**src/rtl/tdm_mux_scanner.sv**
```systemverilog
// Registered N-channel TDM multiplexer: auto-scan with programmable dwell or manual select.
// Optional channel skip mask enabled by defining TDM_MUX_SCANNER_CH_MASK_EN.
module tdm_mux_scanner #(
    parameter int N_CH  = 4,
    parameter int WIDTH = 1,
    parameter int DWELL = 1,
    parameter int SEL_W = $clog2(N_CH)
) (
    input  logic                  clk,
    input  logic                  rst_n,
    input  logic                  en,
    input  logic                  mode,
    input  logic [SEL_W-1:0]      sel_in,
    input  logic [N_CH*WIDTH-1:0] a,
`ifdef TDM_MUX_SCANNER_CH_MASK_EN
    input  logic [N_CH-1:0]       ch_mask,
`endif
    output logic [WIDTH-1:0]      y,
    output logic [SEL_W-1:0]      ch,
    output logic                  valid,
    output logic                  frame_start
);

    localparam int               DW_W    = (DWELL > 1) ? $clog2(DWELL) : 1;
    localparam logic [SEL_W-1:0] LAST_CH = SEL_W'(N_CH - 1);
    localparam logic [DW_W-1:0]  LAST_DW = DW_W'(DWELL - 1);

    typedef enum logic [1:0] {IDLE, SCAN, MANUAL} state_t;
    state_t state;

    logic [WIDTH-1:0] y_q, y_d;
    logic [SEL_W-1:0] ch_q, ch_d;
    logic             valid_q, valid_d;
    logic             fs_q, fs_d;
    logic [SEL_W-1:0] cur_ch_q, cur_ch_d;
    logic [DW_W-1:0]  dwell_q, dwell_d;

    logic [WIDTH-1:0] a_ch [N_CH];
    logic [WIDTH-1:0] cur_dat, man_dat;
    logic [SEL_W-1:0] nxt_ch, first_ch;
    logic             cur_skip, all_msk, sel_ok, dwell_end;

    for (genvar k = 0; k < N_CH; k++) begin : g_unpack
        assign a_ch[k] = a[k*WIDTH +: WIDTH];
    end

    // Loop muxes keep out-of-range indices (non-power-of-2 N_CH) from reading past the array.
    always_comb begin
        cur_dat = '0;
        man_dat = '0;
        for (int k = 0; k < N_CH; k++) begin
            if (cur_ch_q == SEL_W'(k)) cur_dat = a_ch[k];
            if (sel_in == SEL_W'(k))   man_dat = a_ch[k];
        end
    end

    assign sel_ok    = (int'(sel_in) < N_CH);
    assign dwell_end = (dwell_q == LAST_DW);

`ifdef TDM_MUX_SCANNER_CH_MASK_EN
    logic [SEL_W-1:0] nxt_hi;
    logic             hit_hi;

    // Descending walk: last hit above cur_ch is the nearest one, last hit overall is the lowest.
    always_comb begin
        nxt_hi   = '0;
        hit_hi   = 1'b0;
        first_ch = '0;
        cur_skip = 1'b0;
        for (int k = N_CH - 1; k >= 0; k--) begin
            if (!ch_mask[k]) begin
                if (SEL_W'(k) > cur_ch_q) begin
                    nxt_hi = SEL_W'(k);
                    hit_hi = 1'b1;
                end
                first_ch = SEL_W'(k);
            end
            if (cur_ch_q == SEL_W'(k)) cur_skip = ch_mask[k];
        end
        nxt_ch = hit_hi ? nxt_hi : first_ch;
    end

    assign all_msk = &ch_mask;
`else
    assign nxt_ch   = (cur_ch_q == LAST_CH) ? '0 : cur_ch_q + 1'b1;
    assign first_ch = '0;
    assign cur_skip = 1'b0;
    assign all_msk  = 1'b0;
`endif

    always_comb begin
        state = IDLE;
        if (en) state = mode ? MANUAL : SCAN;
    end

    always_comb begin
        y_d      = y_q;
        ch_d     = ch_q;
        valid_d  = 1'b0;
        fs_d     = 1'b0;
        cur_ch_d = cur_ch_q;
        dwell_d  = dwell_q;
        case (state)
            SCAN: begin
                if (!all_msk) begin
                    if (cur_skip) begin
                        cur_ch_d = nxt_ch;
                        dwell_d  = '0;
                    end else begin
                        y_d     = cur_dat;
                        ch_d    = cur_ch_q;
                        valid_d = 1'b1;
                        fs_d    = (cur_ch_q == first_ch) && (dwell_q == '0);
                        if (dwell_end) begin
                            dwell_d  = '0;
                            cur_ch_d = nxt_ch;
                        end else begin
                            dwell_d = dwell_q + 1'b1;
                        end
                    end
                end
            end
            MANUAL: begin
                // Clearing the dwell here gives the channel a full dwell on return to SCAN.
                dwell_d = '0;
                if (sel_ok) begin
                    y_d      = man_dat;
                    ch_d     = sel_in;
                    cur_ch_d = sel_in;
                    valid_d  = 1'b1;
                end
            end
            default: ;
        endcase
    end

    always_ff @(posedge clk or negedge rst_n) begin
        if (!rst_n) begin
            y_q      <= '0;
            ch_q     <= '0;
            valid_q  <= 1'b0;
            fs_q     <= 1'b0;
            cur_ch_q <= '0;
            dwell_q  <= '0;
        end else begin
            y_q      <= y_d;
            ch_q     <= ch_d;
            valid_q  <= valid_d;
            fs_q     <= fs_d;
            cur_ch_q <= cur_ch_d;
            dwell_q  <= dwell_d;
        end
    end

    assign y           = y_q;
    assign ch          = ch_q;
    assign valid       = valid_q;
    assign frame_start = fs_q;

endmodule

```
**config.mk**
```make
export PLATFORM = sky130hd
export DESIGN_NAME = tdm_mux_scanner
export DESIGN_NICKNAME = d
export VERILOG_FILES = /design/src/rtl/tdm_mux_scanner.sv
export SDC_FILE = /design/constraint.sdc
export NUM_CORES = 1
export LEC_CHECK = 0
export CAP_MARGIN = 30
export CORE_AREA = 2 2 39 41
export DETAILED_ROUTE_END_ITERATION = 8
export DIE_AREA = 0 0 41 43
export GPL_ROUTABILITY_DRIVEN = 0
export GPL_TIMING_DRIVEN = 0
export SYNTH_ARGS = -nofsm -noshare
export SYNTH_HDL_FRONTEND = slang
export SYNTH_SLANG_ARGS = --single-unit
```
**constraint.sdc**
```tcl
create_clock -name clk -period 1.6 [get_ports clk]
set_input_delay 0.4 -clock clk [delete_from_list [all_inputs] [get_ports clk]]
set_output_delay 0.4 -clock clk [all_outputs]
set_load 0.01 [all_outputs]
```
# Yosys cells after proc, flatten, opt, wreduce, memory -nomap -nowiden
# Cells that the tools add are included.
# Widths: inputs -> output; s select.
[word_totals]
in_bits = 10
n_memories = 0
ff_bits = 8
out_inout_bits = 5
mem_bits_rw = 0
latchBits = 0
mem_bits_ro = 0
[op_classes]
magnitude_cmp = 0
muxes = 19
multipliers = 0
bitwise_logic = 1
reduce_logical = 6
eq_ne = 9
shift = 0
n_addsub = 2
n_div = 0
[op_table]
columns = ["cell", "n"]
rows = [
  ["$mux 1", 11],
  ["$eq 2x2->1 const B", 5],
  ["$mux 2", 4],
  ["$pmux 2 s2", 2],
  ["$eq 2x1->1 const B", 3],
  ["$logic_not 2->1", 2],
  ["$pmux 1 s2", 2],
  ["$add 2x1->2 const B", 1],
  ["$ne 2x2->1 const B", 1],
  ["$reduce_and 2->1", 1],
  ["$reduce_bool 2->1", 1],
  ["$reduce_or 2->1", 1],
  ["$add 1x1->1 const B", 1],
  ["$logic_and 1x1->1", 1],
  ["$not 1->1", 1],
]

# Depth between registers and ports, before layout
# Gate-level depths: netlist of run 1.
[logic_depth]
depth_word = 6
depth_mapped = 5
depth_no_buf = 5

# Least setup slack after synthesis of run 1
# OpenSTA, ideal clock, no wires.
[synth_path]
path_kind = "reg-to-reg"
from = "register cur_ch_q[0]"
to = "register y_q (netlist: y)"
path_slack_ns = 0.401
required_time_ns = 1.476
stages_incl_launch_ff = 6
setup_ns = 0.124
t_arrival_ns = 1.075
path_buffers = 0
path_cell_list = "dfrtp_1 > inv_1 > ha_1 > a21oi_1 > o21ai_0 > a211o_1"
[synth_via]
elab_chain_cells = 6
elab_cells_between_ends = 9
cone_classes = "3 x eq/ne; 5 x mux; 1 x reduce/logical"
[synth_lines]
columns = ["item", "line_no", "rtl"]
rows = [
  ["start: declaration", "35", "logic [SEL_W-1:0] cur_ch_q, cur_ch_d;"],
  ["start signal: assignment", "150", "cur_ch_q <= cur_ch_d;"],
  ["$logic_not 2->1", "52", "if (cur_ch_q == SEL_W'(k)) cur_dat = a_ch[k];"],
  ["$mux 1 (3 in series)", "52", ""],
  ["$mux 1 *", "52", ""],
  ["$pmux 1 s2 *", "103", "case (state)"],
  ["end signal: assignment", "146", "y_q <= y_d;"],
  ["end: declaration", "31", "logic [WIDTH-1:0] y_q, y_d;"],
]
# Every way passes the cells marked *; elsewhere a longest branch is shown, timed or not.
# A chain may end at the register's enable or synchronous reset.

# Final worst setup path of run 1
[layout_path]
from = "register ch_q[0] (netlist: ch[0])"
to = "output ch[0]"
[layout_rtl]
columns = ["item", "line_no", "rtl"]
rows = [
  ["start: declaration", "32", "logic [SEL_W-1:0] ch_q, ch_d;"],
  ["start signal: assignment", "147", "ch_q <= ch_d;"],
  ["end: declaration", "19", "output logic [SEL_W-1:0] ch,"],
]
# No word-level cell between the ends.

==> results of run 1 <==
metal layers:
| layer | vias up | routed length, µm | GRT usage [%] |
|---|---|---|---|
| li1 | 189 | - | - |
| met1 | 173 | 328 | 10.9 |
| met2 | 9 | 457 | 20.0 |
| met3 | 0 | 63 | 7.85 |
| met4 | 0 | 0 | 4.00 |
| met5 | - | 0 | 0 |
through the flow:
step	instance area [µm²]	utilization [%]	instances	hold WS (ps)	setup TNS, ps
after floorplan	452	-	46	104	0
after global placement	602	43.5	75	518	-55.9
after detailed placement	602	43.5	75	526	-36.6
after CTS	628	45.4	79	415	0
after global routing	628	45.4	79	413	0
final	628	45.4	79	410	0
placed cells by master, fill, tap and decap left out, drive strengths merged:
cell,Yosys,layout
a211o,1,1
a21oi,6,6
buf,2,2
clkbuf,1,5
clkdlybuf4s50,0,13
dfrtp,7,7
ha,4,4
inv,4,4
mux2i,5,5
nand2,2,2
nand2b,1,1
nand3,1,1
nand3b,1,1
nor2,5,5
nor2b,1,1
nor3,2,2
o21ai,1,1
o22ai,2,2
sequential cells by signal, indices dropped and copies added (netlist names):
name	count
valid	1
ch	2
cur_ch_q	2
y	1
frame_start	1
report_power, final:
part	internal, mW	switching (mW)	total, mW
clock network	0.0948	0.0604	0.155
logic	0.0936	0.0762	0.170
registers	0.200	0.0176	0.218
worst max path at each step:
stage,start,to,slack [ps],cells past startpoint
3_3_place_gp,sel_in[1],y,-60,4
5_1_grt,y,y,20,1
4_1_cts,ch[0],ch[0],70,1
2_1_floorplan,cur_ch_q[0],y,400,5
3_5_place_dp,en,y,-40,4
6_report,ch[0],ch[0],80,1
layout make-up:
cell class / count / area, µm²
multi-input cells: 32 / 239
repair buffers: 13 / 130
plain buffers: 3 / 22.5
fillers: 152 / 756
clock buffers: 4 / 26.3
flip-flops and latches: 7 / 175
well taps: 16 / 20.0
inverters: 4 / 15.0
cell families (layout without fill, tap and decap cells):
| group | count (synthesis) | in the layout | share of synthesized area [%] |
|---|---|---|---|
| AND/OR/NAND/NOR | 13 | 13 | 15.2 |
| AO/OA/AOI/OAI | 10 | 10 | 15.5 |
| flip-flops | 7 | 7 | 38.8 |
| buffers and inverters | 7 | 24 | 8.31 |
| multiplexers | 5 | 5 | 11.1 |
| adder cells (fa/ha/maj) | 4 | 4 | 11.1 |
==> impl_metrics.toml, run 1 <==
[placement]
io_buffers = 13
dp_hpwl_um = 717
pre_cts_ws_ps = -36.6

[power]
total_power_mw = 0.543
vdd_drop_max_mv = 0.425
p_leak_nw = 0.287
powerDensity_mw_per_mm2 = 864

[detailed_routing]
vias_per_cell = 4.70
drtIter0Drc = 3
route.vias.total = 371
post_drt_wl_per_cell_um = 10.7
ant_nets = 0
drt_wl_total_um = 849
route.detailed.drc = 0
firstDrtPassIters = 3

[synthesis]
netlist.area_leader.share_pct = 38.8
synth-async-reset-ratio_pct = 100
synthFlopType = "dfrtp_1"
yosys.area.top_type = "dfrtp_1"
synth.most_common_cell = "dfrtp_1"
syn_area_per_cell_um2 = 9.82
synth_fp_nets = 60
netlist_instances = 46
synth_area_um2 = 452
synthTopCellsByArea = "dfrtp_1 39%, ha_1 11%, mux2i_1 11%"
synth_edf_count = 0
ys_top_cells_by_count = "7 x dfrtp_1, 6 x a21oi_1, 5 x mux2i_1, 5 x nor2_1"
ys_seq_elements = 7
ys_warn_count = 0
ys_types = 19
ys_seq_area_share_pct = 38.8

[final_layout]
drive_above_1_share_pct = 11.1
antenna_cells = 0
syn2layout_area_growth_pct = 39.1
nets = 78

[cts]
numCtsBuffers = 3
clock-root-buffer = "clkbuf_4"
insertion_delay_ps = 250
cts_resized = 0
hold_buffers = 0
htree_levels = 1
postCtsSetupBuffers = 0
clkSinkCount = 7
clk_pin_slew_worst_paths_ps = 50
cts_tree = "yes"
cts_buffer_depth = 2

[global_route]
grt_pass1_wl_um = 1360
grt_antenna_before_repair = 0
grt_overflow_total = 0
grt_max_degree = 11
grt_use_total_pct = 11.9
grt_pass1_vias = 367

[job]
cap_violations = 0

[floorplan]
die_height_um = 43
rows = 14
core_mm2 = 0.00138
floorplan.initialDensity_pct = 32.6
die_area_mm2 = 0.00176
io-pin-count = 15
dieWidth_um = 41

[sta]
report.final.slew_viol_count = 0
finalWorstSetupSlack_ps = 84.0
rsz0062_at_grt = "no"
fin_skew_ps = 3.16
setup_viol = 0
worst_slew_pin_slew_ps = 318
hold_viol = 0
max_freq_mhz = 660
relSlewSlack_pct = 78.7
fin_crit_sh_pct = 94.8
period_needed_ps = 1520

[setup_path]
timing.rr.end = "y"
crit_required_ps = 1200
worst-path-buf-inv = 1
critPathSlowestCell = "clkdlybuf4s50_1"
slowest_delay_ps = 530
start_kind = "flip-flop"
worstPathMaxFanout = 2
critPathArrivalTime_ps = 1120
cp_top_family = "buffers and inverters"
r2r_start = "cur_ch_q[0]"
endpoint_kind = "primary output"
path_cells = "clkdlybuf4s50_1"
reg2reg_depth = 5
r2r_setup_slack_ps = 290
critical_path_class = "flip-flop to primary output"

[status]
outcome = "complete, no violations"

[worst_hold_path]
hold_class = "primary input to async pin"
No activity file was read; power rests on OpenSTA's default activity.
==> run 2: changes to the inputs <==
- CTS_CLUSTER_DIAMETER: unset -> 150
==> results of run 2 <==
No change in the layout: final DEF, timing and power equal those of run 1.
